**src/rtl/ara_xif_issue_queue.sv**
```systemverilog
// rtl/ara_xif_issue_queue.sv - XIF issue/register/commit queue feeding the Ara dispatcher
//
// Tracks vector instructions accepted on the core-v-xif issue port through
// their register (operand) and commit phases, and releases them in order to
// the dispatcher once committed with all required operands present.
//
// Ports:
//   clk_i, rst_ni                 clock, asynchronous active-low reset
//   issue_*                       XIF issue request and decoder verdict
//   register_*                    XIF operand delivery (any order, by id)
//   commit_*                      XIF commit / targeted kill by id
//   disp_*                        in-order head entry towards the dispatcher
//   csr_done_i                    outstanding vset* resolved, lift serialisation
//   full_o, empty_o, count_o      occupancy

`timescale 1ns/1ps

module ara_xif_issue_queue #(
    parameter int DEPTH    = 4,
    parameter int ID_WIDTH = 4,
    parameter int NR_RS    = 2,
    parameter int XLEN     = 64
) (
    input  logic                         clk_i,
    input  logic                         rst_ni,
    input  logic                         issue_valid_i,
    output logic                         issue_ready_o,
    input  logic [31:0]                  issue_instr_i,
    input  logic [ID_WIDTH-1:0]          issue_id_i,
    input  logic                         issue_accept_i,
    input  logic                         issue_is_csr_i,
    input  logic [NR_RS-1:0]             issue_rs_read_i,
    input  logic                         register_valid_i,
    output logic                         register_ready_o,
    input  logic [ID_WIDTH-1:0]          register_id_i,
    input  logic [NR_RS*XLEN-1:0]        register_rs_i,
    input  logic [NR_RS-1:0]             register_rs_valid_i,
    input  logic                         commit_valid_i,
    input  logic [ID_WIDTH-1:0]          commit_id_i,
    input  logic                         commit_kill_i,
    output logic                         disp_valid_o,
    input  logic                         disp_ready_i,
    output logic [31:0]                  disp_instr_o,
    output logic [ID_WIDTH-1:0]          disp_id_o,
    output logic [NR_RS*XLEN-1:0]        disp_rs_o,
    input  logic                         csr_done_i,
    output logic                         full_o,
    output logic                         empty_o,
    output logic [$clog2(DEPTH+1)-1:0]   count_o
);

    localparam int PTR_W = $clog2(DEPTH);
    localparam int CNT_W = $clog2(DEPTH+1);
    typedef logic [PTR_W-1:0] ptr_t;

    logic [DEPTH-1:0]    valid_q, valid_d, committed_q, committed_d, is_csr_q, is_csr_d;
    logic [31:0]         instr_q [DEPTH];
    logic [31:0]         instr_d [DEPTH];
    logic [ID_WIDTH-1:0] id_q    [DEPTH];
    logic [ID_WIDTH-1:0] id_d    [DEPTH];
    logic [NR_RS-1:0]    need_q  [DEPTH];
    logic [NR_RS-1:0]    need_d  [DEPTH];
    logic [NR_RS-1:0]    have_q  [DEPTH];
    logic [NR_RS-1:0]    have_d  [DEPTH];
    logic [XLEN-1:0]     rs_q    [DEPTH][NR_RS];
    logic [XLEN-1:0]     rs_d    [DEPTH][NR_RS];
    ptr_t                head_q, head_d, tail_q, tail_d;
    logic                csr_block_q, csr_block_d;
    logic [ID_WIDTH-1:0] csr_id_q, csr_id_d;

    logic                reg_hit, cmt_hit, kill_req, push, pop, kill, kill_csr;
    ptr_t                reg_slot, cmt_slot, kill_age;
    logic [CNT_W-1:0]    count;

    // Id lookup for register and commit ports, plus occupancy.
    always_comb begin
        reg_hit  = 1'b0;
        reg_slot = '0;
        cmt_hit  = 1'b0;
        cmt_slot = '0;
        count    = '0;
        for (int i = 0; i < DEPTH; i++) begin
            if (valid_q[i] && id_q[i] == register_id_i) begin
                reg_hit  = 1'b1;
                reg_slot = ptr_t'(i);
            end
            if (valid_q[i] && id_q[i] == commit_id_i) begin
                cmt_hit  = 1'b1;
                cmt_slot = ptr_t'(i);
            end
            count = count + CNT_W'(valid_q[i]);
        end
    end

    assign count_o          = count;
    assign full_o           = (count == CNT_W'(DEPTH));
    assign empty_o          = (count == '0);
    assign kill_req         = commit_valid_i && commit_kill_i;
    assign issue_ready_o    = issue_valid_i && !full_o && !csr_block_q && !kill_req;
    assign register_ready_o = register_valid_i && reg_hit;
    assign disp_valid_o     = valid_q[head_q] && committed_q[head_q]
                              && (have_q[head_q] == need_q[head_q]);
    assign disp_instr_o     = instr_q[head_q];
    assign disp_id_o        = id_q[head_q];
    assign push             = issue_ready_o && issue_accept_i;
    assign pop              = disp_valid_o && disp_ready_i;
    assign kill             = kill_req && cmt_hit;
    // Age relative to head: the killed slot and everything at least as young goes.
    assign kill_age         = ptr_t'(cmt_slot - head_q);

    always_comb begin
        disp_rs_o = '0;
        for (int k = 0; k < NR_RS; k++) begin
            disp_rs_o[k*XLEN +: XLEN] = rs_q[head_q][k];
        end
    end

    always_comb begin
        valid_d     = valid_q;
        committed_d = committed_q;
        is_csr_d    = is_csr_q;
        instr_d     = instr_q;
        id_d        = id_q;
        need_d      = need_q;
        have_d      = have_q;
        rs_d        = rs_q;
        head_d      = head_q;
        tail_d      = tail_q;
        csr_block_d = csr_block_q;
        csr_id_d    = csr_id_q;
        kill_csr    = 1'b0;

        // Operand delivery; the head leaving this cycle is no longer a target.
        if (register_ready_o && !(pop && reg_slot == head_q)) begin
            for (int k = 0; k < NR_RS; k++) begin
                if (register_rs_valid_i[k] && need_q[reg_slot][k]) begin
                    rs_d[reg_slot][k]   = register_rs_i[k*XLEN +: XLEN];
                    have_d[reg_slot][k] = 1'b1;
                end
            end
        end

        if (commit_valid_i && !commit_kill_i && cmt_hit && !(pop && cmt_slot == head_q)) begin
            committed_d[cmt_slot] = 1'b1;
        end

        if (pop) begin
            valid_d[head_q] = 1'b0;
            head_d          = head_q + 1'b1;
        end

        if (kill) begin
            for (int i = 0; i < DEPTH; i++) begin
                if (valid_q[i] && ptr_t'(ptr_t'(i) - head_q) >= kill_age) begin
                    valid_d[i] = 1'b0;
                    if (is_csr_q[i] && id_q[i] == csr_id_q) begin
                        kill_csr = 1'b1;
                    end
                end
            end
            // Killing a head that pops this same cycle leaves the queue empty,
            // so the tail must follow the advanced head.
            tail_d = (pop && cmt_slot == head_q) ? ptr_t'(head_q + 1'b1) : cmt_slot;
        end

        if (csr_done_i || kill_csr) begin
            csr_block_d = 1'b0;
        end

        if (push) begin
            valid_d[tail_q]     = 1'b1;
            committed_d[tail_q] = 1'b0;
            is_csr_d[tail_q]    = issue_is_csr_i;
            instr_d[tail_q]     = issue_instr_i;
            id_d[tail_q]        = issue_id_i;
            need_d[tail_q]      = issue_rs_read_i;
            have_d[tail_q]      = '0;
            tail_d              = tail_q + 1'b1;
            if (issue_is_csr_i) begin
                csr_block_d = 1'b1;
                csr_id_d    = issue_id_i;
            end
        end
    end

    always_ff @(posedge clk_i or negedge rst_ni) begin
        if (!rst_ni) begin
            valid_q     <= '0;
            committed_q <= '0;
            is_csr_q    <= '0;
            head_q      <= '0;
            tail_q      <= '0;
            csr_block_q <= 1'b0;
            csr_id_q    <= '0;
            for (int i = 0; i < DEPTH; i++) begin
                instr_q[i] <= '0;
                id_q[i]    <= '0;
                need_q[i]  <= '0;
                have_q[i]  <= '0;
                for (int k = 0; k < NR_RS; k++) begin
                    rs_q[i][k] <= '0;
                end
            end
        end else begin
            valid_q     <= valid_d;
            committed_q <= committed_d;
            is_csr_q    <= is_csr_d;
            head_q      <= head_d;
            tail_q      <= tail_d;
            csr_block_q <= csr_block_d;
            csr_id_q    <= csr_id_d;
            instr_q     <= instr_d;
            id_q        <= id_d;
            need_q      <= need_d;
            have_q      <= have_d;
            rs_q        <= rs_d;
        end
    end

endmodule

```
**config.mk**
```make
export PLATFORM = sky130hd
export DESIGN_NAME = ara_xif_issue_queue
export DESIGN_NICKNAME = d
export VERILOG_FILES = /design/src/rtl/ara_xif_issue_queue.sv
export SDC_FILE = /design/constraint.sdc
export NUM_CORES = 1
export LEC_CHECK = 0
export ABC_AREA = 1
export CAP_MARGIN = 25
export CORE_AREA = 3 3 265 267
export DETAILED_ROUTE_END_ITERATION = 8
export DIE_AREA = 0 0 268 270
export PLACE_DENSITY_LB_ADDON = 0.3
export SLEW_MARGIN = 0
export SYNTH_ARGS = -nofsm -noshare
export SYNTH_HDL_FRONTEND = slang
export SYNTH_SLANG_ARGS = --single-unit
```
**constraint.sdc**
```tcl
create_clock -name clk_i -period 3.3 [get_ports clk_i]
set_input_delay 0.66 -clock clk_i [delete_from_list [all_inputs] [get_ports clk_i]]
set_output_delay 0.66 -clock clk_i [all_outputs]
set_load 0.02 [all_outputs]
```
==> results.py, run 1 <==
metrics = {
    "status": {
        "status": "complete, no violations",
    },
    "critical_path": {
        "r2r_cells": 14,
        "critPathMaxFanout": 31,
        "arrival_ps": 2580,
        "required_ps": 2640,
        "worstSetupEndpointType": "primary output",
        "start_kind": "flop",
        "setup.worst_path.class": "reg2out",
    },
    "grt": {
        "grt_overflow_total": 0,
        "grt_max_degree": 101,
        "grt_pass1_vias": 29180,
        "grt_pass1_wl_mm": 163.5,
        "antenna_found_initial": 14,
        "track_usage_pct": 28.29,
    },
    "synth": {
        "synthFlopType": "dfrtp_1",
        "yosysMostFrequentCell": "nand2_1",
        "postSynthAreaPerCell_um2": 7.892,
        "synth_top_area_share_pct": 53.06,
        "syn_inst": 4141,
        "synth_area_leaders": "dfrtp_1 53%, nand2_1 16%, o21ai_0 9.7%",
        "synth.net_count": 4343,
        "netlist_top_cells_count": "1,392 x nand2_1, 693 x dfrtp_1, 632 x o21ai_0",
        "synth_top_area_cell": "dfrtp_1",
        "yosys_warnings": 0,
        "ys_types": 34,
        "ys_seq_area_share_pct": 53.06,
        "ys_ff_latch": 693,
        "synthArstFlopShare_pct": 100.0,
        "netlist_area_um2": 32680,
        "synth-edff-count": 0,
    },
    "power_and_ir_drop": {
        "leakage_nw": 21.57,
        "vdd_drop_max_v": 0.0007078,
        "powerDensity_nw_per_um2": 913.5,
    },
    "sta": {
        "relSlewSlack_pct": 54.11,
        "finalMaxSlewViolations": 0,
        "tns_ps": 0,
        "min_period_ps": 3239,
        "finalHoldViolations": 0,
        "fmax_mhz": 308.8,
        "skew_ps": 24.34,
        "worst_hold_slack_ps": 23.76,
        "tightest_slew_ps": 682.0,
        "setup_viol": 0,
        "grt_setup_unrepaired": "yes",
        "period_share_pct": 98.14,
    },
    "drt": {
        "avgRoutedWirePerCell_um": 19.27,
        "dr.pass1.iters": 6,
        "vias_per_cell": 5.627,
        "drc": 0,
        "routed_wl_mm": 103.3,
        "vias": 30150,
        "ant_nets": 0,
        "drt_iter0_markers": 2957,
    },
    "placed_design": {
        "gp_congestion": 0.9065,
        "placed_area_um2": 37840,
        "io_buffers": 357,
        "dpl.hpwl_mm": 60.44,
    },
    "floorplan": {
        "start_util_pct": 47.82,
        "dieArea_um2": 72360,
        "die_x_um": 268,
        "die_h_um": 270,
        "ios": 358,
        "num_rows": 96,
        "core_um2": 68350,
    },
    "clocking": {
        "cts_tree": "yes",
        "clock-root-buffer": "clkbuf_16",
        "cts_sinks": 693,
        "cts_buffers": 76,
        "clk_latency_ps": 630,
        "hold_buffers": 0,
        "path_clk_slew_ps": 70,
        "htreeDepth": 3,
        "clock_path_buffers": 3,
    },
    "job": {
        "maxCapViolations": 0,
    },
    "cells_and_area": {
        "synthToLayoutAreaGrowth_pct": 24.95,
        "final_util_pct": 59.75,
        "nets": 4609,
        "drive_gt1_share_pct": 7.165,
        "final_area_um2": 40840,
    },
    "hold_path": {
        "hold_class": "in2async",
    },
}
power by group:
group	internal, mW	switching, mW
Sequential	10.5	1.21
Combinational	6.00	10.4
Clock	5.57	3.60
final timing paths:
path / slack [ps] / from / end
min in group clk_i: 460 / rs_q[253] / rs_q[253]
min: 20 / rst_ni / rs_q[415]
max reg2reg: 210 / valid_q[1] / have_q[6]
max: 60 / head_q[0] / disp_rs_o[100]
max in group asynchronous: 2310 / rst_ni / rs_q[108]
min reg2reg: 460 / rs_q[253] / rs_q[253]
cell families after synthesis:
logic type,share of synthesized area [%]
simple gates,26.29
buf+inv,6.041
fa+ha+maj,0.6815
xor+xnor,0.3216
flops,53.06
compound gates,13.61
placed cells by master, fill, tap and decap left out, types with 4 or more instances in the layout:
| cell type | instances |
|---|---|
| buf_12 | 63 |
| clkbuf_16 | 78 |
| nand2_1 | 1388 |
| xnor2_1 | 8 |
| nand3_2 | 7 |
| xor2_1 | 4 |
| inv_1 | 110 |
| bufinv_16 | 10 |
| nand2_2 | 5 |
| clkdlybuf4s50_1 | 185 |
| o21ai_0 | 631 |
| ha_1 | 11 |
| o22ai_1 | 166 |
| nand3_1 | 342 |
| clkbuf_8 | 21 |
| inv_2 | 11 |
| buf_16 | 9 |
| dlymetal6s2s_1 | 47 |
| nand4_1 | 5 |
| clkinv_2 | 10 |
| dlygate4sd2_1 | 118 |
| nor2_1 | 371 |
| dfrtp_1 | 690 |
| diode_2 | 10 |
| nor2_4 | 4 |
| a21oi_1 | 40 |
| clkbuf_1 | 10 |
| nor3_1 | 6 |
| buf_4 | 63 |
| nor2_2 | 4 |
flip-flops by register name (all words and copies together) (netlist names):
register     count
committed_q      4
csr_block_q      1
csr_id_q         4
have_q           8
head_q           2
id_q            16
instr_q        128
is_csr_q         4
need_q           8
rs_q           512
tail_q           2
valid_q          4
metal layers:
metal	vias up	part of all wire (%)	global-route usage, %
li1	14080	-	-
met1	14560	41	38.68
met2	1323	48	45.79
met3	192	8.4	5.202
met4	6	2.7	8.984
met5	-	0.039	0
area by class of cell:
class | count | area, um^2
Clock buffer | 108 | 2253
Multi-Input combinational cell | 3015 | 13490
Timing Repair Buffer | 496 | 5645
Clock inverter | 29 | 483.0
Sequential cell | 693 | 17350
Antenna cell | 10 | 25.02
Tap cell | 882 | 1104
Fill cell | 6080 | 27510
Inverter | 125 | 489.2
per-stage QoR:
step | worst slack (ps) | power [mW] | cells
global placement | -637.7 | 28.32 | 5203
floorplan | 17.91 | 21.00 | 4141
CTS | -1.792 | 37.31 | 5345
detailed placement | -580.2 | 28.48 | 5203
finish | 61.25 | 37.30 | 5358
global route | -11.55 | 39.54 | 5353
critical path, stage by stage (launching register included):
cell and delay, ps:
dfrtp_4 510, buf_16 240, bufbuf_16 380, o21ai_0 120, o22ai_1 310, dlygate4sd2_1 390
timing repair:
action                                  CTS  global route
resized for setup                       141            63
endpoints found under the setup margin  140            49
pin swaps                                 1             4
gates cloned                              4             1
buffers inserted                          1             2
(Power assumes the default switching activity.)
==> inputs of run 2 (changes only) <==
--- a/config.mk
+++ b/config.mk
@@ -10,6 +10,7 @@
 export CORE_AREA = 3 3 265 267
 export DETAILED_ROUTE_END_ITERATION = 8
 export DIE_AREA = 0 0 268 270
+export DONT_BUFFER_PORTS = 1
 export PLACE_DENSITY_LB_ADDON = 0.3
 export SLEW_MARGIN = 0
 export SYNTH_ARGS = -nofsm -noshare
==> run 2 against run 1 <==
Net effect:
- the flow now finishes with violations (hold timing, slew limit)
- via count is 3.9% lower
- sequential share of layout area is 3.7 points higher
- maximum frequency is 0.78% higher
- clock skew is 9.2 ps lower
- flip-flop and latch count stayed put
- critical path depth stayed put
- register-to-register slack better by 50 ps
- total power is 2.9% lower
- sequential power hardly changed
- first-iteration DRC count is 0.64% lower
- clock power is 3.7% lower
- critical endpoint is now disp_rs_o[119]
- largest power group unchanged
==> results.py, run 2 (synthesis gave the netlist of run 1 again) <==
metrics = {
    "drt": {
        "vias": 28970,
        "vias_per_cell": 5.665,
        "avgRoutedWirePerCell_um": 19.72,
        "drt_iter0_markers": 2938,
        "routed_wl_mm": 100.9,
        "ant_nets": 0,
        "dr.pass1.iters": 5,
        "drc": 0,
    },
    "clocking": {
        "cts_buffers": 78,
        "htreeDepth": 3,
        "clock_path_buffers": 3,
        "clk_latency_ps": 620,
        "cts_sinks": 693,
        "clock-root-buffer": "clkbuf_16",
        "path_clk_slew_ps": 60,
        "cts_tree": "yes",
    },
    "critical_path": {
        "cpMaxStageDelayCell": "dfrtp_4",
        "cp_cell_sequence": "inv_6, buf_12, o21ai_0, o22ai_1, buf_4",
        "start_kind": "flop",
        "setup.worst_path.class": "reg2out",
        "rrSetupSlack_ps": 260,
        "arrival_ps": 2550,
        "required_ps": 2640,
        "slowest_delay_ps": 510,
        "r2r_cells": 19,
        "critPathMaxFanout": 82,
        "crit_end": "disp_rs_o[119]",
        "cp-startpoint": "head_q[1]",
        "worstSetupEndpointType": "primary output",
        "crit_cells": 5,
        "rr_endpoint": "csr_block_q",
        "critPathBufInv": 3,
        "critPathTopFamily": "buffers and inverters",
        "reg2reg_from": "id_q[7]",
    },
    "sta": {
        "finalMaxSlewViolations": 571,
        "skew_ps": 15.16,
        "min_period_ps": 3214,
        "tightest_slew_ps": 2651,
        "relSlewSlack_pct": -76.73,
        "period_share_pct": 97.39,
        "tns_ps": 0,
        "fmax_mhz": 311.2,
        "setup_viol": 0,
        "worst_hold_slack_ps": -254.3,
        "finalHoldViolations": 36,
    },
    "floorplan": {
        "die_x_um": 268,
        "dieArea_um2": 72360,
        "start_util_pct": 47.82,
        "die_h_um": 270,
        "ios": 358,
        "num_rows": 96,
        "core_um2": 68350,
    },
    "cells_and_area": {
        "regMostFlops": "rs_q",
        "largest_reg_flops": 512,
        "synthToLayoutAreaGrowth_pct": 14.85,
        "n_fill_cell": 6357,
        "layout_common_cells": "1,388 x nand2_1, 688 x dfrtp_1, 629 x o21ai_0",
        "drive_gt1_share_pct": 10.38,
        "reg.largest.list": "rs_q: 512 flops, instr_q: 128 flops, id_q: 16 flops",
        "nets": 4372,
        "final_cell_count_no_fill": 5114,
        "final_common_cell": "nand2_1",
    },
    "placed_design": {
        "dpl.hpwl_mm": 54.52,
        "gp_congestion": 0.9245,
        "post-place-cells": 4965,
        "io_buffers": 0,
    },
    "hold_path": {
        "hold_class": "in2async",
    },
    "grt": {
        "grt_pass1_wl_mm": 158.2,
        "grt_pass1_vias": 28120,
        "track_usage_pct": 27.23,
        "antenna_found_initial": 6,
        "grt_max_degree": 694,
        "grt_overflow_total": 0,
    },
    "status": {
        "violations": "hold timing, slew limit",
        "status": "finished, violations left",
    },
    "power_and_ir_drop": {
        "powerDensity_nw_per_um2": 964.9,
        "vdd_drop_max_v": 0.0007278,
        "leakage_nw": 19.59,
    },
    "job": {
        "maxCapViolations": 0,
    },
}
==> run 2: changes by cell type in the layout (fill, tap and decap cells not counted), sizes merged <==
cell / change
diode: -6
clkdlybuf4s15: -2
clkbuf: +3
inv: +2
buf: +113
dlygate4sd2: -118
bufinv: -5
clkinvlp: +3
bufbuf: -2
dlymetal6s2s: -47
clkdlybuf4s50: -185
==> run 2: layout make-up <==
class / count / area [um^2] / area share, %
inverter: 125 / 495.5 / 1.320
clock inverter: 29 / 311.5 / 0.8300
timing repair buffer: 257 / 2447 / 6.520
multi-input combinational: 3015 / 13520 / 36.03
tap: 882 / 1104 / 2.940
clock buffer: 109 / 2293 / 6.110
antenna: 4 / 10.01 / 0.02667
sequential: 693 / 17350 / 46.23
==> run 2: what timing repair did <==
item / CTS / global route
setup endpoints to repair: 103 / 37
pin swaps: 1 / 7
gates cloned: 1 / 3
hold endpoints to repair: 693 / 693
setup buffers: 2 / 1
gates resized for setup: 10 / 27
==> run 2: power by group <==
part | switching (mW) | internal (mW) | total [mW]
Sequential | 1.21 | 10.5 | 11.7
Clock | 3.58 | 5.25 | 8.83
Combinational | 10.1 | 5.56 | 15.7
Total | 14.9 | 21.3 | 36.2
==> run 2: through the flow <==
stage | total power [mW] | utilization (%) | setup slack [ps] | area [um^2]
finish | 36.22 | 54.92 | 86.24 | 37540
global route | 38.41 | 54.92 | -15.91 | 37540
CTS | 35.89 | 54.66 | 9.847 | 37360
detailed placement | 26.78 | 50.72 | -62.59 | 34670
global placement | 26.60 | 50.72 | -7.303 | 34670
floorplan | 21.00 | - | 17.91 | 32690
==> run 2: layer usage <==
| metal | part of all wire (%) | up-vias | routed length, um | global-route usage [%] |
|---|---|---|---|---|
| li1 | - | 13590 | - | - |
| met1 | 42 | 14020 | 42230 | 36.46 |
| met2 | 45 | 1136 | 45780 | 42.12 |
| met3 | 8.9 | 217 | 8943 | 7.015 |
| met4 | 3.9 | 4 | 3885 | 11.42 |
| met5 | 0.025 | - | 25 | 0 |
==> run 2: how the worst min path moves through the flow <==
stage                     endpoint  slack (ps)  cells past startpoint
floorplan           committed_q[0]         360                      0
global placement         rs_q[414]         380                      0
global route             rs_q[414]        -280                      0
CTS                      rs_q[414]        -290                      0
detailed placement       rs_q[414]         380                      0
finish                   rs_q[414]        -250                      0
